[config.mk]
export PLATFORM = sky130hd
export DESIGN_NAME = irs_block_unpacker_v3
export DESIGN_NICKNAME = d
export VERILOG_FILES = /design/src/rtl/irs_block_unpacker_v3_pkg.sv /design/src/rtl/irs_skid_buffer_v3.sv /design/src/rtl/irs_block_unpacker_v3.sv
export SDC_FILE = /design/constraint.sdc
export NUM_CORES = 1
export LEC_CHECK = 0
export ABC_AREA = 1
export CAP_MARGIN = 25
export CORE_ASPECT_RATIO = 2
export CORE_MARGIN = 5
export CORE_UTILIZATION = 47
export CTS_BUF_LIST = sky130_fd_sc_hd__clkbuf_16
export DETAILED_ROUTE_END_ITERATION = 10
export GPL_ROUTABILITY_DRIVEN = 0
export GPL_TIMING_DRIVEN = 0
export PLACE_DENSITY = 0.82
export SLEW_MARGIN = 10
export SYNTH_ARGS = -nofsm -noshare
export SYNTH_HDL_FRONTEND = slang
export SYNTH_SLANG_ARGS = --single-unit
[constraint.sdc]
create_clock -name clk_i -period 5.22 [get_ports clk_i]
set_clock_uncertainty 0.1 [all_clocks]
set_input_delay 1.044 -clock clk_i [delete_from_list [all_inputs] [get_ports clk_i]]
set_output_delay 1.044 -clock clk_i [all_outputs]
set_load 0.01 [all_outputs]
[src/rtl/irs_block_unpacker_v3_pkg.sv]
// irs_block_unpacker_v3_pkg: header field positions, FSM states, stream word type and next-channel encoder
package irs_block_unpacker_v3_pkg;
    localparam int HDR_STATION_HI = 15;
    localparam int HDR_STATION_LO = 10;
    localparam int HDR_STACK_HI   = 9;
    localparam int HDR_STACK_LO   = 8;
    localparam int HDR_CHSEL_HI   = 7;
    localparam int HDR_CHSEL_LO   = 0;
    localparam int SAMPLE_BITS    = 12;
    localparam logic [0:0] ST_HDR  = 1'b0;
    localparam logic [0:0] ST_DATA = 1'b1;
    typedef struct packed {
        logic [15:0] dat;
        logic        sof;
        logic        eof;
        logic        busy;
    } irs_word_t;
    function automatic logic [2:0] lsb_idx(input logic [7:0] m);
        logic [2:0] r;
        r = 3'd0;
        for (int i = 7; i >= 0; i--) if (m[i]) r = 3'(i);
        return r;
    endfunction
endpackage

[src/rtl/irs_skid_buffer_v3.sv]
// irs_skid_buffer_v3: 2-entry valid/ready buffer carrying a word with its framing bits
module irs_skid_buffer_v3 import irs_block_unpacker_v3_pkg::*; (
    input  logic      clk_i,
    input  logic      rst_n_i,
    input  irs_word_t s_dat_i,
    input  logic      s_valid_i,
    output irs_word_t m_dat_o,
    output logic      m_valid_o,
    input  logic      m_ready_i,
    output logic [1:0] occ_o
);
    irs_word_t  r_d0, r_d1;
    logic [1:0] r_cnt;
    logic       w_pop;
    always_comb begin
        m_valid_o = r_cnt != 2'd0;
        m_dat_o   = r_d0;
        occ_o     = r_cnt;
        w_pop     = m_valid_o & m_ready_i;
    end
    // Upstream never pushes into a full buffer; the read-credit logic guarantees space.
    always_ff @(posedge clk_i or negedge rst_n_i) begin
        if (!rst_n_i) begin
            r_d0  <= '0;
            r_d1  <= '0;
            r_cnt <= 2'd0;
        end else begin
            r_cnt <= r_cnt + {1'b0, s_valid_i} - {1'b0, w_pop};
            if (w_pop || r_cnt == 2'd0) r_d0 <= (r_cnt == 2'd2) ? r_d1 : s_dat_i;
            if (s_valid_i) r_d1 <= s_dat_i;
        end
    end
endmodule

[src/rtl/irs_block_unpacker_v3.sv]
// irs_block_unpacker_v3: drains IRS readout blocks from the FIFO, tags samples with channel, frames sof/eof
module irs_block_unpacker_v3 import irs_block_unpacker_v3_pkg::*; #(
    parameter logic [1:0] STACK_NUMBER   = 2'd0,
    parameter int         SAMPLES_PER_CH = 64
) (
    input  logic        clk_i,
    input  logic        rst_n_i,
    input  logic [5:0]  station_i,
    input  logic [15:0] irs_dat_i,
    input  logic        irs_valid_i,
    input  logic        irs_empty_i,
    output logic        irs_rd_o,
    output logic [15:0] dat_o,
    output logic        valid_o,
    input  logic        ready_i,
    output logic        sof_o,
    output logic        eof_o,
    output logic        busy_o,
    output logic        hdr_err_o,
    output logic        fmt_err_o,
    output logic [15:0] blk_count_o
);
    localparam logic [5:0] LAST_SMP = 6'(SAMPLES_PER_CH - 1);
    logic [0:0]  r_state;
    logic        r_pend, r_hdr_err, r_fmt_err, r_busy_hold;
    logic [7:0]  r_mask;
    logic [2:0]  r_ch;
    logic [5:0]  r_smp;
    logic [15:0] r_blk;
    logic        w_acc, w_stray, w_pop, w_end_ch, w_last, w_hdr_bad;
    logic [7:0]  w_hmask, w_rem;
    logic [1:0]  w_occ;
    irs_word_t   w_in, w_out;
    always_comb begin
        w_acc     = irs_valid_i & r_pend;
        w_stray   = irs_valid_i & ~r_pend;
        w_hmask   = irs_dat_i[HDR_CHSEL_HI:HDR_CHSEL_LO];
        w_hdr_bad = irs_dat_i[HDR_STATION_HI:HDR_STATION_LO] != station_i ||
                    irs_dat_i[HDR_STACK_HI:HDR_STACK_LO] != STACK_NUMBER;
        w_rem     = r_mask & ~(8'd1 << r_ch);
        w_end_ch  = r_smp == LAST_SMP;
        w_last    = w_end_ch && w_rem == 8'd0;
        w_in      = (r_state == ST_HDR) ? {irs_dat_i, 1'b1, ~|w_hmask, |w_hmask}
                                        : {1'b0, r_ch, irs_dat_i[SAMPLE_BITS-1:0], 1'b0, w_last, 1'b1};
        valid_o   = w_occ != 2'd0;
        w_pop     = valid_o & ready_i;
        dat_o     = w_out.dat;
        sof_o     = valid_o & w_out.sof;
        eof_o     = valid_o & w_out.eof;
        busy_o    = valid_o ? w_out.busy : r_busy_hold;
        // Credit counts the slot freed by this cycle's transfer so a held-high ready_i sustains one word per cycle.
        irs_rd_o  = rst_n_i & ~irs_empty_i & (({1'b0, w_occ} + {2'b0, r_pend} - {2'b0, w_pop}) < 3'd2);
        hdr_err_o = r_hdr_err;
        fmt_err_o = r_fmt_err;
        blk_count_o = r_blk;
    end
    irs_skid_buffer_v3 u_skid (
        .clk_i     (clk_i),
        .rst_n_i   (rst_n_i),
        .s_dat_i   (w_in),
        .s_valid_i (w_acc),
        .m_dat_o   (w_out),
        .m_valid_o (),
        .m_ready_i (ready_i),
        .occ_o     (w_occ)
    );
    always_ff @(posedge clk_i or negedge rst_n_i) begin
        if (!rst_n_i) begin
            r_state     <= ST_HDR;
            r_pend      <= 1'b0;
            r_hdr_err   <= 1'b0;
            r_fmt_err   <= 1'b0;
            r_busy_hold <= 1'b0;
            r_mask      <= 8'd0;
            r_ch        <= 3'd0;
            r_smp       <= 6'd0;
            r_blk       <= 16'd0;
        end else begin
            r_pend <= irs_rd_o;
            if (w_pop && w_out.eof) r_blk <= r_blk + 16'd1;
            if (w_pop) r_busy_hold <= w_out.busy & ~w_out.eof;
            if (w_stray || (w_acc && r_state == ST_DATA && |irs_dat_i[15:SAMPLE_BITS])) r_fmt_err <= 1'b1;
            if (w_acc && r_state == ST_HDR) begin
                if (w_hdr_bad) r_hdr_err <= 1'b1;
                r_mask  <= w_hmask;
                r_ch    <= lsb_idx(w_hmask);
                r_smp   <= 6'd0;
                r_state <= (w_hmask != 8'd0) ? ST_DATA : ST_HDR;
            end else if (w_acc) begin
                r_smp <= w_end_ch ? 6'd0 : r_smp + 6'd1;
                if (w_end_ch) begin
                    r_mask <= w_rem;
                    r_ch   <= lsb_idx(w_rem);
                    if (w_rem == 8'd0) r_state <= ST_HDR;
                end
            end
        end
    end
endmodule

* Word-level counts from Yosys, hierarchy flattened
Index checks and enable logic that the tools add are counted.
** Cells by class
- $add $sub $neg :: 6
- Magnitude comparators :: 1
- Equal/unequal tests :: 3
- Shift operators :: 1
- Muxes and demuxes :: 33
- Bitwise logic cells :: 14
- Reduce and logical (&&, ||, !) cells :: 22
** Operator list (number)
- 3-bit two-way mux :: 19
- 19-bit two-way mux :: 2
- 8-bit two-way mux :: 3
- 6-bit two-way mux :: 3
- 16-bit by 1-bit adder with 16-bit output, second input constant :: 1
- 2-bit nonzero test :: 5
- 1-bit bitwise AND :: 8
- 8-bit bitwise AND :: 1
- 8-bit zero test :: 1
- 8-bit inverter :: 1
- 8-bit nonzero test :: 1
- 8-bit OR reduction :: 1
- 1-bit by 3-bit << shifter with 8-bit output, first input constant :: 1
- 6-bit by 1-bit adder with 6-bit output, second input constant :: 1
- 6-bit == test, second input constant :: 1
- 1-bit two-way mux :: 6
- 6-bit inequality test :: 1
- 1-bit logical AND :: 5
- 1-bit inverter :: 4
- 2-bit AND reduction :: 2
- 4-bit OR reduction :: 1
- 2-bit by 1-bit adder with 3-bit output :: 1
- 1-bit logical OR :: 3
- 3-bit by 2-bit less-than comparator with 1-bit output, second input constant :: 1
- other kinds (7) :: 7
** Storage, ports and cells
- Register bits after elaboration :: 78
- Input bits :: 27
- Output and inout port bits :: 39

* Logic depth before layout (Yosys ltp)
Gate-level depths: netlist of run 1.
- Word-level depth :: 14
- Gate-level depth with buffers :: 11

* Hierarchy
A second synthesis of run 1 with hierarchy kept.
** Second synthesis, totals
- Cells, all modules :: 532
- Area, all modules :: 4245.3 um^2
** Modules (own cells, without submodules)
- irs_block_unpacker_v3 :: times used 1, cells each 291, area an instance 2269.7 um^2, seq. area each 950.9 um^2
- irs_skid_buffer_v3 :: times used 1, cells each 241, area an instance 1975.6 um^2, seq. area each 1001.0 um^2

* Worst setup path before layout of run 1
Ideal clock, no wire load.
- Path type :: input port to output port
- Start :: input port ready_i
- End :: output port irs_rd_o
- Data arrival time :: 2.659 ns
- Path slack :: 1.417 ns
- Stages on the path :: 7
- Buffers on the path :: 0
- Cells stage by stage :: inv_1 > nor2_8 > ha_1 > or2_2 > fa_1 > nand2_1 > nor3_1
** On the way
- Cells in the longest elaborated chain, start to end :: 4
** Ends and longest elaborated chain
- from (decl) :: line irs_block_unpacker_v3.sv:15 : input logic ready_i,
- 1-bit bitwise AND
- named net u_skid.w_pop :: line irs_skid_buffer_v3.sv:14 : logic w_pop;
- 3-bit by 1-bit subtractor with 3-bit output :: line irs_block_unpacker_v3.sv:52 : irs_rd_o = rst_n_i & ~irs_empty_i & (({1'b0, w_occ} + {2'b0, r_pend} - {2'b0, w_pop}) < 3'd2);
- 3-bit by 2-bit less-than comparator with 1-bit output :: line irs_block_unpacker_v3.sv:52
- 1-bit bitwise AND :: line irs_block_unpacker_v3.sv:52
- to (decl) :: line irs_block_unpacker_v3.sv:12 : output logic irs_rd_o,
The timed path passes the listed nets, and every way through them passes these cells.

* Worst setup path after layout of run 1
Same ends and word-level chain as after synthesis.

==> metrics, run 1 <==
Gates resized, CTS repair 0; combined global-route utilization of all metal layers 0.2033; clock share of power 0.200; largest fanout of any net on the critical path 5; final HPWL from detailed placement 7.593 mm; met2 layer usage reported by global route 0.3548; area overhead of the layout relative to synthesis 26.11%; fraction of met1 tracks used by global routing 0.2264; TritonCTS clock tree built; combinational power share 0.425; Post-Layout Cell Count 667; final setup vio count 0; pin count of the biggest net entering global routing 68; crit path kind in -> out; Placed Cells 652; hold-fix buffer count after cts 0; CTS Sinks 78; full die area 0.01060 mm2; depth of the CTS H-tree 3; commonest cells after routing, fill and taps aside 115 x sky130_fd_sc_hd__nand2_1, 78 x sky130_fd_sc_hd__dfrtp_1, 64 x sky130_fd_sc_hd__clkdlybuf4s50_1, 56 x sky130_fd_sc_hd__inv_1, 48 x sky130_fd_sc_hd__nor2_1; Avg Inst Size Synth 8.228 um2; ratio of cells with drive above 1 in the final layout 0.08963; data arrival time of the worst path 3760 ps; Switching Fraction 0.3769; endpoints failing hold 0; leakage power summed over all cells 2.494 nW; type of element capturing the critical path primary output; Synth warnings 0; P per Cell Area 532.8 mW/mm2; peak supply drop 0.2103 mV; synthesized instance count 488; vias in the first global route 3583; final antenna-violating net count 0; remaining global-route overflow 0; fin nets 598; first-pass GRT wire length 16.60 mm; flop and latch count out of synthesis 78; sequential area share after synthesis 0.4861; required time at the endpoint of the critical path 4080 ps; power spent charging and discharging nets 1.017 mW; Worst-Skew Late Latency 330 ps; antenna violations before repair 0; number of DRC violations after detailed routing 0; Row Count 47; actual slew at the worst max-slew pin 542.0 ps; Buffers on Ports 65; number of distinct library cells after synthesis 32; Pins Over Slew Limit 0; hold slack final 360.1 ps; peak clock frequency supported by timing 204.0 MHz; First-pass DRT Iterations 5; Top Ports 66; overall via count from detail_route 3540; clock slew seen by the registers of the worst setup and hold paths 50 ps; internal power component 1.681 mW; post-route cell area 0.005064 mm2; busiest layer in global routing met2; total inserted antenna cells 0; startpoint type of the worst setup path input port; die span in x 75.36 um; total nets after synthesis 521; drt initial violations 201; maximum buffer depth of the clock tree 2; met3 track utilization from global routing 0.03564; CTS Root Buffer Type sky130_fd_sc_hd__clkbuf_16; most frequent standard cell in the layout excluding fill and tap cells sky130_fd_sc_hd__nand2_1; setup repair after global routing missed its margin no; average routed wire per standard cell 15.16 um; placed inst area 0.004813 mm2; total negative setup slack 0 ps; Slew headroom 0.6354; Min Clock Period, post-route 4901 ps; number of setup buffers added after CTS 0; class of the tightest hold or removal check reg -> reg; Initial Utilization 0.4842; run status completed; number of max-capacitance violations reported 0; share of total power in sequential cells 0.375; routed vias/inst 5.307; Synth Cell Area 0.004015 mm2; Routed Wire Length 10.11 mm; vertical die dimension 140.7 um; final critical-path share of the clock period 0.9390; fillcell total 714; floorplan core area 0.008292 mm2; TritonCTS buffer count 9
-- layout make-up --
class,count,area (um2),area share
inverters,54,202.7,0.04003
well taps,98,122.6,0.02422
clock inverters,6,25.02,0.004942
clock buffers,9,225.2,0.04448
flip-flops and latches,78,1952,0.3855
repair buffers,66,675.6,0.1334
multi-input cells,326,1677,0.3311
plain buffers,30,183.9,0.03632
-- through the flow --
step	power (mW)	worst slack, ps	util
3_3_place_gp	2.105	-1049	0.5775
4_1_cts	2.712	290.2	0.6107
2_1_floorplan	1.714	1417	-
6_report	2.698	318.6	0.6107
3_5_place_dp	2.159	308.1	0.5805
5_1_grt	2.892	144.0	0.6107
-- kinds of logic after synthesis --
| family | count (synthesis) | synth area share |
|---|---|---|
| xor+xnor | 22 | 0.04799 |
| simple gates | 209 | 0.2328 |
| compound gates | 89 | 0.1162 |
| flops | 78 | 0.4861 |
| fa+ha+maj | 6 | 0.02057 |
| buf+inv | 84 | 0.09629 |
-- path summary, 6_finish.rpt --
check,startpoint,cells after the start,end,slack (ps)
max in group asynchronous,rst_n_i,2,u_skid.m_dat_o[5],3990
setup / recovery,ready_i,9,irs_rd_o,320
setup reg to reg,u_skid.occ_o[0],7,r_pend,2840
hold reg to reg,fmt_err_o,1,fmt_err_o,360
hold / removal,fmt_err_o,1,fmt_err_o,360
min in group asynchronous,rst_n_i,1,blk_count_o[2],460
-- flip-flops by register name, summed over array words and instances (netlist names) --
signal and count:
r_busy_hold 1, r_ch 3, blk_count_o 16, r_pend 1, r_smp 6, fmt_err_o 1, r_state 1, hdr_err_o 1
u_skid.occ_o 2, u_skid.m_dat_o 19, u_skid.r_d1 19, r_mask 8
-- worst max-delay path: stages --
cell and delay, ps:
sky130_fd_sc_hd__clkdlybuf4s50_1 510, sky130_fd_sc_hd__inv_1 110, sky130_fd_sc_hd__nor2_8 160, sky130_fd_sc_hd__ha_1 240, sky130_fd_sc_hd__or2_2 300, sky130_fd_sc_hd__fa_1 480, sky130_fd_sc_hd__nand2_1 50, sky130_fd_sc_hd__nor3_1 260
sky130_fd_sc_hd__clkdlybuf4s50_1 590
-- Yosys cell counts, drive strengths merged --
master | instances | area share
o211ai | 2 | 0.0037
a21oi | 39 | 0.049
nor4 | 3 | 0.0047
ha | 5 | 0.016
nand3 | 19 | 0.027
buf | 25 | 0.041
a21o | 1 | 0.0019
clkinv | 2 | 0.0019
xnor2 | 10 | 0.022
nand4 | 8 | 0.012
inv | 52 | 0.049
o21ai | 40 | 0.051
nor3 | 4 | 0.0062
nor2 | 55 | 0.064
nand2 | 117 | 0.11
fa | 1 | 0.0050
dfrtp | 78 | 0.49
or2 | 1 | 0.0016
o31ai | 1 | 0.0019
clkbuf | 5 | 0.0047
xor2 | 12 | 0.026
a31oi | 6 | 0.0093
nand3b | 2 | 0.0037
-- layer usage --
metal / part of all wire / vias up
li1: - / 1716
met1: 0.36 / 1671
met2: 0.55 / 122
met3: 0.050 / 31
met4: 0.037 / 0
met5: 0 / -
-- power by group through the flow --
stage | registers, mW | clock network (mW) | logic [mW]
2_1_floorplan | 0.980 | 0 | 0.734
3_3_place_gp | 1.00 | 0 | 1.11
3_5_place_dp | 1.02 | 0 | 1.14
4_1_cts | 1.01 | 0.549 | 1.16
5_1_grt | 1.04 | 0.575 | 1.28
6_report | 1.01 | 0.540 | 1.15
Note: power is estimated with default switching activity, not from simulation.
==> inputs of run 2 (changes only) <==
--- a/config.mk
+++ b/config.mk
@@ -6,7 +6,7 @@
 export NUM_CORES = 1
 export LEC_CHECK = 0
 export ABC_AREA = 1
-export CAP_MARGIN = 25
+export CAP_MARGIN = 20
 export CORE_ASPECT_RATIO = 2
 export CORE_MARGIN = 5
 export CORE_UTILIZATION = 47
@@ -14,7 +14,7 @@
 export DETAILED_ROUTE_END_ITERATION = 10
 export GPL_ROUTABILITY_DRIVEN = 0
 export GPL_TIMING_DRIVEN = 0
-export PLACE_DENSITY = 0.82
+export PLACE_DENSITY = 0.76
 export SLEW_MARGIN = 10
 export SYNTH_ARGS = -nofsm -noshare
 export SYNTH_HDL_FRONTEND = slang
==> run 2 against run 1 <==
  * Critical path depth unchanged
  * Cell area about the same
  * Sequential power about the same
  * Fmax about the same
  * Via count decreased by 0.73%
  * Clock-buffer cell count unchanged
  * Worst hold slack improved by 5.6 ps
  * Die area unchanged
  * Critical path type unchanged
  * Largest cell class unchanged
==> metrics, run 2 (synthesized netlist as in run 1, its figures left out) <==
fillcell total 753 (was 714); antenna violations before repair 0 (unchanged); Buffers on Ports 65 (unchanged); crit path kind in -> out (unchanged); Worst path most repeated cell sky130_fd_sc_hd__clkdlybuf4s50_1 (unchanged); critical path buffer and inverter count 3 (unchanged); Pins Over Slew Limit 0 (unchanged); TritonCTS clock tree built (unchanged); kind of cell adding the most delay to the critical path buffers and inverters (unchanged); total inserted antenna cells 0 (unchanged); run status completed (unchanged); TritonCTS buffer count 9 (unchanged); clock slew seen by the registers of the worst setup and hold paths 60 ps (was 50 ps); P per Cell Area 532.2 mW/mm2 (was 532.8 mW/mm2); startpoint of the most critical register-to-register path u_skid.occ_o[0] (unchanged); depth of the CTS H-tree 3 (unchanged); average routed wire per standard cell 14.97 um (was 15.16 um); number of setup buffers added after CTS 0 (unchanged); startpoint type of the worst setup path input port (unchanged); reg-to-reg critical path endpoint r_pend (unchanged); maximum buffer depth of the clock tree 2 (unchanged); hold slack final 365.7 ps (was 360.1 ps); Min Clock Period, post-route 4904 ps (was 4901 ps); leakage power summed over all cells 2.488 nW (was 2.494 nW); data arrival time of the worst path 3760 ps (about the same); cell-by-cell trace of the critical path clkdlybuf4s50_1 > inv_1 > nor2_8 > ha_1 > or2_2 > fa_1 > nand2_1 > nor3_1 > clkdlybuf4s50_1 (unchanged); endpoints failing hold 0 (unchanged); peak clock frequency supported by timing 203.9 MHz (was 204.0 MHz); drt initial violations 245 (was 201); hold_sp fmt_err_o (unchanged); hold-critical path depth 1 (unchanged); class of the tightest hold or removal check reg -> reg (unchanged); ratio of cells with drive above 1 in the final layout 0.08787 (was 0.08963); register-to-register setup slack 2850 ps (was 2840 ps); peak supply drop 0.3982 mV (was 0.2103 mV); Pwr Total 2.694 mW (was 2.698 mW); vertical die dimension 140.7 um (unchanged); pin count of the biggest net entering global routing 62 (was 68); area overhead of the layout relative to synthesis 26.08% (was 26.11%); final setup vio count 0 (unchanged); Gates resized, CTS repair 0 (unchanged); final HPWL from detailed placement 7.591 mm (was 7.593 mm); floorplan core area 0.008292 mm2 (unchanged); Worst-Skew Late Latency 330 ps (about the same); Register-to-Register Path Depth 7 (unchanged); hold-fix buffer count after cts 0 (unchanged); actual slew at the worst max-slew pin 569.6 ps (was 542.0 ps); remaining global-route overflow 0 (unchanged); combined global-route utilization of all metal layers 0.2023 (was 0.2033); setup repair after global routing missed its margin no (unchanged); type of element capturing the critical path primary output (unchanged); Slew headroom 0.6198 (was 0.6354); Routed Wire Length 9.983 mm (was 10.11 mm); die span in x 75.36 um (unchanged); utilization after layout 0.6105 (was 0.6107); routed vias/inst 5.268 (was 5.307); Top Ports 66 (unchanged); commonest cells after routing, fill and taps aside 115 x sky130_fd_sc_hd__nand2_1, 78 x sky130_fd_sc_hd__dfrtp_1, 64 x sky130_fd_sc_hd__clkdlybuf4s50_1, 55 x sky130_fd_sc_hd__inv_1, 48 x sky130_fd_sc_hd__nor2_1 (was 115 x sky130_fd_sc_hd__nand2_1, 78 x sky130_fd_sc_hd__dfrtp_1, 64 x sky130_fd_sc_hd__clkdlybuf4s50_1, 56 x sky130_fd_sc_hd__inv_1, 48 x sky130_fd_sc_hd__nor2_1); CTS Root Buffer Type sky130_fd_sc_hd__clkbuf_16 (unchanged); CTS Sinks 78 (unchanged); number of DRC violations after detailed routing 0 (unchanged); fin nets 598 (unchanged); Row Count 47 (unchanged); most frequent standard cell in the layout excluding fill and tap cells sky130_fd_sc_hd__nand2_1 (unchanged); overall via count from detail_route 3514 (was 3540); First-pass DRT Iterations 6 (was 5); full die area 0.01060 mm2 (unchanged); Max stage delay cell, worst path sky130_fd_sc_hd__clkdlybuf4s50_1 (unchanged); hold path endpoint fmt_err_o (unchanged); first-pass GRT wire length 16.39 mm (was 16.60 mm); Initial Utilization 0.4842 (unchanged); final antenna-violating net count 0 (unchanged); final critical-path share of the clock period 0.9394 (was 0.9390); vias in the first global route 3581 (was 3583); required time at the endpoint of the critical path 4080 ps (about the same); largest fanout of any net on the critical path 5 (unchanged); slowest cell delay on critical path 590 ps (about the same); number of max-capacitance violations reported 0 (unchanged)
run 2: power breakdown:
part	switching, mW	leakage [nW]	internal, mW
clock	0.227	0.134	0.310
combinational	0.622	1.40	0.528
sequential	0.165	0.958	0.843
total	1.01	2.49	1.68
run 2: worst max path at each step:
stage                       start        to  slack (ps)  cells past startpoint
after detailed placement  ready_i  irs_rd_o         300                      9
after floorplan           ready_i  irs_rd_o        1420                      7
after global routing      ready_i  irs_rd_o         180                      9
after global placement    rst_n_i  irs_rd_o       -1130                      4
final                     ready_i  irs_rd_o         320                      9
after CTS                 ready_i  irs_rd_o         290                      9
run 2: through the flow:
step	worst slack [ps]	cells	TNS (ps)	cell area, um2
after floorplan	1417	488	0	4015
after global placement	-1127	651	-1127	4788
after detailed placement	303.2	652	0	4813
after CTS	287.3	667	0	5062
after global routing	176.6	667	0	5062
final	316.4	667	0	5062
run 2: cell type report:
class | instances | area, um2 | area share
repair buffers | 66 | 675.6 | 0.1335
clock buffers | 9 | 225.2 | 0.04449
inverters | 54 | 202.7 | 0.04004
clock inverters | 6 | 23.77 | 0.004696
well taps | 98 | 122.6 | 0.02422
flip-flops and latches | 78 | 1952 | 0.3856
multi-input cells | 326 | 1677 | 0.3312
plain buffers | 30 | 183.9 | 0.03633
run 2: layer usage:
metal	vias up	track usage	wire length, um
li1	1705	-	-
met1	1672	0.2191	3547
met2	100	0.3580	5583
met3	37	0.03991	455
met4	0	0.09954	397
met5	-	0	0
==> inputs of run 3 (changes only) <==
--- a/config.mk
+++ b/config.mk
@@ -7,7 +7,7 @@
 export LEC_CHECK = 0
 export ABC_AREA = 1
 export CAP_MARGIN = 20
-export CORE_ASPECT_RATIO = 2
+export CORE_ASPECT_RATIO = 1.4
 export CORE_MARGIN = 5
 export CORE_UTILIZATION = 47
 export CTS_BUF_LIST = sky130_fd_sc_hd__clkbuf_16
==> run 3 against run 2 <==
  * Worst hold slack worse by 8.7 ps
  * Core utilization decreased by 0.89 points
  * Via count increased by 0.40%
  * Setup slack better by 36 ps
  * Non-clock buffer count is the same
  * Die area decreased by 0.81%
  * Critical path depth is the same
  * Global-route usage fell by 0.85 points
  * Cell area is 0.52% higher
  * Critical endpoint unchanged
  * Largest power group unchanged
==> metrics, run 3 (synthesized netlist as in run 1, its figures left out) <==
power spent charging and discharging nets 1.012 mW (was 1.014 mW); first-pass GRT wire length 15.99 mm (was 16.39 mm); die span in x 88.12 um (was 75.36 um); peak clock frequency supported by timing 205.5 MHz (was 203.9 MHz); hold-fix buffer count after cts 0 (unchanged); kind of cell adding the most delay to the critical path buffers and inverters (unchanged); CTS Sinks 78 (unchanged); clock share of power 0.208 (was 0.199); Slew headroom 0.6424 (was 0.6198); Worst-Skew Late Latency 340 ps (was 330 ps); vias in the first global route 3486 (was 3581); crit path kind in -> out (unchanged); data arrival time of the worst path 3720 ps (was 3760 ps); actual slew at the worst max-slew pin 535.8 ps (was 569.6 ps); endpoints failing hold 0 (unchanged); fin nets 598 (unchanged); ratio of cells with drive above 1 in the final layout 0.09649 (was 0.08787); CTS Root Buffer Type sky130_fd_sc_hd__clkbuf_16 (unchanged); number of max-capacitance violations reported 0 (unchanged); startpoint type of the worst setup path input port (unchanged); slowest cell delay on critical path 590 ps (about the same); Top Ports 66 (unchanged); final antenna-violating net count 0 (unchanged); cell-by-cell trace of the critical path clkdlybuf4s50_1 > inv_1 > nor2_8 > ha_1 > or2_2 > fa_1 > nand2_1 > nor3_1 > clkdlybuf4s50_1 (unchanged); P per Cell Area 530.5 mW/mm2 (was 532.2 mW/mm2); leakage power summed over all cells 2.479 nW (was 2.488 nW); peak supply drop 0.2836 mV (was 0.3982 mV); final critical-path share of the clock period 0.9324 (was 0.9394); Row Count 40 (was 47); floorplan core area 0.008458 mm2 (was 0.008292 mm2); combinational power share 0.419 (was 0.427); combined global-route utilization of all metal layers 0.1938 (was 0.2023); Min Clock Period, post-route 4867 ps (was 4904 ps); Buffers on Ports 65 (unchanged); Pins Over Slew Limit 0 (unchanged); TritonCTS buffer count 9 (unchanged); remaining global-route overflow 0 (unchanged); Switching Fraction 0.3750 (was 0.3763); final setup vio count 0 (unchanged); First-pass DRT Iterations 5 (was 6); utilization after layout 0.6016 (was 0.6105); Placed Cells 659 (was 652); run status completed (unchanged); Initial Utilization 0.4747 (was 0.4842); overall via count from detail_route 3528 (was 3514); Post-Layout Cell Count 675 (was 667); required time at the endpoint of the critical path 4080 ps (about the same); Gates resized, CTS repair 0 (unchanged); commonest cells after routing, fill and taps aside 115 x sky130_fd_sc_hd__nand2_1, 78 x sky130_fd_sc_hd__dfrtp_1, 64 x sky130_fd_sc_hd__clkdlybuf4s50_1, 52 x sky130_fd_sc_hd__inv_1, 48 x sky130_fd_sc_hd__nor2_1 (was 115 x sky130_fd_sc_hd__nand2_1, 78 x sky130_fd_sc_hd__dfrtp_1, 64 x sky130_fd_sc_hd__clkdlybuf4s50_1, 55 x sky130_fd_sc_hd__inv_1, 48 x sky130_fd_sc_hd__nor2_1); share of total power in sequential cells 0.373 (was 0.374); vertical die dimension 119.4 um (was 140.7 um); most frequent standard cell in the layout excluding fill and tap cells sky130_fd_sc_hd__nand2_1 (unchanged); class of the tightest hold or removal check reg -> reg (unchanged); area overhead of the layout relative to synthesis 26.74% (was 26.08%); number of DRC violations after detailed routing 0 (unchanged); internal power component 1.687 mW (was 1.680 mW); total inserted antenna cells 0 (unchanged); critical path buffer and inverter count 3 (unchanged); Worst path most repeated cell sky130_fd_sc_hd__clkdlybuf4s50_1 (unchanged); clock slew seen by the registers of the worst setup and hold paths 50 ps (was 60 ps); TritonCTS clock tree built (unchanged); Max stage delay cell, worst path sky130_fd_sc_hd__clkdlybuf4s50_1 (unchanged); full die area 0.01052 mm2 (was 0.01060 mm2); maximum buffer depth of the clock tree 2 (unchanged); largest fanout of any net on the critical path 5 (unchanged); type of element capturing the critical path primary output (unchanged); depth of the CTS H-tree 3 (unchanged); setup repair after global routing missed its margin no (unchanged); drt initial violations 249 (was 245); antenna violations before repair 0 (unchanged); Routed Wire Length 9.503 mm (was 9.983 mm); fillcell total 744 (was 753); average routed wire per standard cell 14.08 um (was 14.97 um); hold slack final 357.0 ps (was 365.7 ps); routed vias/inst 5.227 (was 5.268); number of setup buffers added after CTS 0 (unchanged); pin count of the biggest net entering global routing 65 (was 62); final HPWL from detailed placement 7.118 mm (was 7.591 mm)
-- run 3: power by group through the flow --
stage          Combinational (mW)  Sequential, mW  Clock [mW]
2_1_floorplan               0.734           0.980           0
3_3_place_gp                 1.10            1.00           0
3_5_place_dp                 1.13            1.01           0
4_1_cts                      1.14            1.00       0.575
5_1_grt                      1.28            1.04       0.596
6_report                     1.13            1.01       0.562
-- run 3: cell type report --
class | instances | area (um2) | share of cell area
Sequential cell | 78 | 1952 | 0.3836
Multi-Input combinational cell | 326 | 1677 | 0.3295
Timing Repair Buffer | 66 | 675.6 | 0.1328
Clock buffer | 9 | 225.2 | 0.04426
Inverter | 54 | 202.7 | 0.03983
Buffer | 30 | 183.9 | 0.03614
Tap cell | 105 | 131.4 | 0.02582
Clock inverter | 7 | 41.29 | 0.008114
-- run 3: worst paths after layout --
path / end / depth (start not counted) / slack, ps / startpoint
min: fmt_err_o / 1 / 360 / fmt_err_o
min reg2reg: fmt_err_o / 1 / 360 / fmt_err_o
max: irs_rd_o / 9 / 350 / ready_i
min in group asynchronous: r_smp[5] / 1 / 470 / rst_n_i
max reg2reg: r_pend / 7 / 2860 / u_skid.occ_o[0]
max in group asynchronous: u_skid.m_dat_o[7] / 2 / 3970 / rst_n_i
-- run 3: worst reg2reg max path, cell delays in order, from the launching register on --
cell	delay (ps)
sky130_fd_sc_hd__dfrtp_1	440
sky130_fd_sc_hd__nor2_4	270
sky130_fd_sc_hd__nor2_8	70
sky130_fd_sc_hd__ha_1	290
sky130_fd_sc_hd__or2_2	300
sky130_fd_sc_hd__fa_1	480
sky130_fd_sc_hd__nand2_1	50
sky130_fd_sc_hd__nor3_1	250
-- run 3: through the flow --
stage	power [mW]	setup TNS [ps]	area, um2	setup slack [ps]
final	2.699	0	5089	352.9
after global routing	2.913	0	5089	213.2
after CTS	2.715	0	5089	318.7
after detailed placement	2.143	0	4822	322.2
after global placement	2.100	-1108	4797	-1108
after floorplan	1.714	0	4015	1417
-- run 3: metal layers --
metal	GRT usage	wire [um]	vias to the layer above
met5	0	0	-
met4	0.08601	248	0
met3	0.04083	604	21
met2	0.3288	4783	117
met1	0.2319	3867	1688
li1	-	-	1702
==> RTL change 1: new RTL, settings of run 2 <==
Set the package constant `HDR_STATION_LO` to 5 (it was 10).
--- a/src/rtl/irs_block_unpacker_v3_pkg.sv
+++ b/src/rtl/irs_block_unpacker_v3_pkg.sv
@@ -1,7 +1,7 @@
 // irs_block_unpacker_v3_pkg: header field positions, FSM states, stream word type and next-channel encoder
 package irs_block_unpacker_v3_pkg;
     localparam int HDR_STATION_HI = 15;
-    localparam int HDR_STATION_LO = 10;
+    localparam int HDR_STATION_LO = 5;
     localparam int HDR_STACK_HI   = 9;
     localparam int HDR_STACK_LO   = 8;
     localparam int HDR_CHSEL_HI   = 7;
Check against the original RTL: not equivalent (a bounded check fails within 4 cycles, from zero or initial values and one cycle with rst_n_i low).
==> RTL change 1 against run 2 <==
- first-iteration DRC count increased by 6.5%
- sequential cell count stayed put
- synthesized area down 0.84%
- final area down 0.64%
- core utilization down 0.39 points
- final cell count shrank 0.90%
- die area down 0.75%
- setup slack improved by 210 ps
- count of clock-buffer cells in the layout did not move
- total power increased by 0.72%
- routed wire length increased by 2.1%
- critical endpoint unchanged
- largest cell class unchanged
==> RTL change 1: results <==
metrics = {
    "placed_design": {
        "dpl.hpwl_um": 7700,
        "io_buffer_count": 65,
    },
    "sta": {
        "timing.fmax_ghz": 0.213,
        "relSlewSlack_pct": 36.3,
    },
    "layout": {
        "drive_above_1_share_pct": 9.06,
        "nNetsFinal": 592,
        "n_antenna_cell": 0,
    },
    "critical_path": {
        "reg2reg_slack_ps": 2780,
        "crit_path_max_fanout": 5,
        "r2r-start": "r_pend",
        "slowest_stage": "clkdlybuf4s50_1",
        "reg2reg_to": "u_skid.occ_o[1]",
        "cp_top_family": "buffers and inverters",
        "reg2reg_depth": 8,
        "cp_slowest_stage_delay_ps": 590,
        "crit_arrival_ps": 3550,
    },
    "yosys": {
        "synthTopCellsByCount": "nand2_1, dfrtp_1, inv_1, nor2_1, a21oi_1",
        "synthTopCellsByArea": "dfrtp_1, nand2_1, a21oi_1",
        "synth_warnings": 0,
        "ys_seq_area_share_pct": 49.0,
        "synth_nets": 515,
        "ys_types": 37,
        "synthArstFlopShare_pct": 100,
    },
    "power": {
        "ir_worst_vdd_uv": 252,
        "p_leak_nw": 2.46,
    },
    "status": {
        "status": "complete, no violations",
    },
    "hold_path": {
        "hold_start": "fmt_err_o",
        "min_delay_path_depth": 1,
    },
    "drt": {
        "dr.pass1.iters": 5,
        "routed_via_density": 5.34,
        "drt_iter0_markers": 261,
        "wirelength_um": 10200,
    },
    "global_route": {
        "grt_pass1_vias": 3658,
        "grt_usage_pct": 21.0,
        "antenna_found_initial": 0,
        "grt_pass1_wl_um": 17000,
        "grt_max_degree": 57,
    },
    "clocking": {
        "cts_setup_buffers": 0,
        "clk_pin_slew_worst_paths_ps": 50,
        "root_buffer": "clkbuf_16",
        "cts_resized": 0,
        "cts_htree_levels": 3,
    },
}
RTL change 1: cell count changes after synthesis, moves of 2 or more:
| cell | before | now |
|---|---|---|
| nand3_1 | 18 | 20 |
| o21ai_0 | 37 | 39 |
| xor2_1 | 12 | 9 |
| inv_2 | 0 | 2 |
| a21oi_1 | 39 | 41 |
| inv_1 | 52 | 47 |
| nand2_1 | 115 | 113 |
RTL change 1: stage by stage:
stage | worst slack, ps | hold slack, ps | cells | instance area, µm²
global route | 400 | 401 | 661 | 5030
CTS | 499 | 381 | 661 | 5030
floorplan | 1620 | 349 | 482 | 3980
global placement | -1150 | 341 | 645 | 4750
finish | 527 | 374 | 661 | 5030
detailed placement | 525 | 365 | 646 | 4780
RTL change 1: worst max-delay path by stage:
stage,from,endpoint
2_1_floorplan,ready_i,irs_rd_o
3_3_place_gp,rst_n_i,irs_rd_o
3_5_place_dp,ready_i,irs_rd_o
4_1_cts,ready_i,irs_rd_o
5_1_grt,ready_i,irs_rd_o
6_report,ready_i,irs_rd_o
RTL change 1: where the power goes:
group	internal (W)	switching (W)	total [W]	leakage (nW)
sequential	0.000844	0.000179	0.00102	0.958
clock	0.000310	0.000227	0.000537	0.140
combinational	0.000534	0.000620	0.00115	1.37
total	0.00169	0.00103	0.00271	2.46
RTL change 1: cells by family after synthesis:
logic type / count (synthesis) / synth area share [%]
flip-flops: 78 / 49.0
XOR/XNOR: 18 / 3.96
adder cells (fa/ha/maj): 6 / 2.07
buffers and inverters: 80 / 9.30
AND/OR/NAND/NOR: 206 / 23.2
AO/OA/AOI/OAI: 94 / 12.5
RTL change 1: area by class of cell:
class                      count  area, µm²
clock buffer                   9        225
timing repair buffer          66        676
multi-input combinational    324       1660
buffer                        29        179
clock inverter                 6       25.0
sequential                    78       1950
fill                         724       3260
tap                           98        123
inverter                      51        191
RTL change 1: metal layers:
metal	share of wire [%]	up-vias	track usage (%)
met4	3.2	0	10.6
li1	-	1692	-
met1	36	1699	22.5
met5	0	-	0
met3	4.2	30	3.59
met2	56	112	37.7
==> RTL change 2: new RTL, flow settings as in run 2 <==
Made on the original files. Register the output `hdr_err_o`, without a reset; this adds one clock of latency there. The other outputs are not delayed to match.
--- a/src/rtl/irs_block_unpacker_v3.sv
+++ b/src/rtl/irs_block_unpacker_v3.sv
@@ -21,6 +21,8 @@
     output logic [15:0] blk_count_o
 );
     localparam logic [5:0] LAST_SMP = 6'(SAMPLES_PER_CH - 1);
+
+    logic hdr_err_d;
     logic [0:0]  r_state;
     logic        r_pend, r_hdr_err, r_fmt_err, r_busy_hold;
     logic [7:0]  r_mask;
@@ -50,7 +52,7 @@
         busy_o    = valid_o ? w_out.busy : r_busy_hold;
         // Credit counts the slot freed by this cycle's transfer so a held-high ready_i sustains one word per cycle.
         irs_rd_o  = rst_n_i & ~irs_empty_i & (({1'b0, w_occ} + {2'b0, r_pend} - {2'b0, w_pop}) < 3'd2);
-        hdr_err_o = r_hdr_err;
+        hdr_err_d = r_hdr_err;
         fmt_err_o = r_fmt_err;
         blk_count_o = r_blk;
     end
@@ -96,5 +98,9 @@
             end
         end
     end
+    always_ff @(posedge clk_i) begin
+        hdr_err_o <= hdr_err_d;
+    end
+
 endmodule
 
Check against the original RTL: not equivalent (a bounded check fails within 4 cycles, from zero or initial values and one cycle with rst_n_i low).
==> RTL change 2 against run 2 <==
- sequential cell count grew 1
- final area grew 1.0%
- final cell count grew 0.45%
- setup slack gained 44 ps
- routed wire length grew 1.5%
- synthesized area grew 0.50%
- total power grew 2.6%
- largest power group unchanged
==> RTL change 2: results <==
metrics = {
    "status": {
        "status": "complete, no violations",
    },
    "yosys": {
        "synth_nets": 522,
        "ys_types": 33,
        "synthTopCellsByArea": "dfrtp_1, nand2_1, a21oi_1",
        "ys_seq_area_share_pct": 48.9,
    },
    "drt": {
        "drt_iter0_markers": 216,
        "met1Wirelength_um": 3690,
        "routed-wl-met3_um": 453,
        "wl_met2_um": 5480,
        "dr.pass1.iters": 5,
    },
    "critical_path": {
        "crit_arrival_ps": 3720,
    },
    "sta": {
        "relSlewSlack_pct": 61.5,
    },
    "global_route": {
        "grt_use_met3_pct": 3.50,
        "grt_max_degree": 61,
        "grt_pass1_wl_um": 16700,
        "grt_usage_pct": 20.5,
        "use_met2_pct": 34.9,
    },
    "layout": {
        "n_fill_cell": 758,
        "nNetsFinal": 599,
    },
    "power": {
        "internal_power_w": 0.00174,
        "power_frac_seq_pct": 36.8,
        "p_leak_nw": 2.50,
    },
    "placed_design": {
        "dpl.hpwl_um": 7720,
        "place_ws_ps": 342,
        "place_area_um2": 4840,
    },
}
-- RTL change 2: changes by cell type in the layout (fill, tap and decap cells not counted), sizes merged --
cell,delta
inv,-3
clkinv,+2
bufinv,+1
dfxtp,+1
-- RTL change 2: layout make-up --
| class | instances | share of cell area (%) |
|---|---|---|
| clock inverters | 6 | 1.03 |
| flip-flops and latches | 79 | 38.6 |
| well taps | 100 | 2.45 |
| plain buffers | 30 | 3.60 |
| inverters | 54 | 3.96 |
| multi-input cells | 326 | 32.8 |
| clock buffers | 9 | 4.40 |
| repair buffers | 66 | 13.2 |
-- RTL change 2: path summary, 6_finish.rpt --
check / startpoint / end / slack [ps] / depth (start not counted)
max reg2reg: r_pend / u_skid.occ_o[1] / 2870 / 8
min in group asynchronous: rst_n_i / u_skid.occ_o[0] / 500 / 1
max in group asynchronous: rst_n_i / u_skid.m_dat_o[9] / 3940 / 2
max: ready_i / irs_rd_o / 360 / 9
min reg2reg: hdr_err_d / hdr_err_o / 270 / 0
min: hdr_err_d / hdr_err_o / 270 / 0
-- RTL change 2: logic make-up after synthesis --
group	Yosys count	synth area share, %
and+or+nand+nor	209	23.2
xor gates and xnor gates	22	4.78
AOI/OAI and AO/OA	89	11.6
DFF	79	48.9
adders and majority gates	6	2.05
buffers and inverters	84	9.58
-- RTL change 2: through the flow --
stage / setup TNS, ps / instances / util, %
after floorplan: 0 / 489 / -
after global placement: -1090 / 654 / 56.4
after detailed placement: 0 / 655 / 56.7
after CTS: 0 / 670 / 60.0
after global routing: 0 / 670 / 60.0
final: 0 / 670 / 60.0
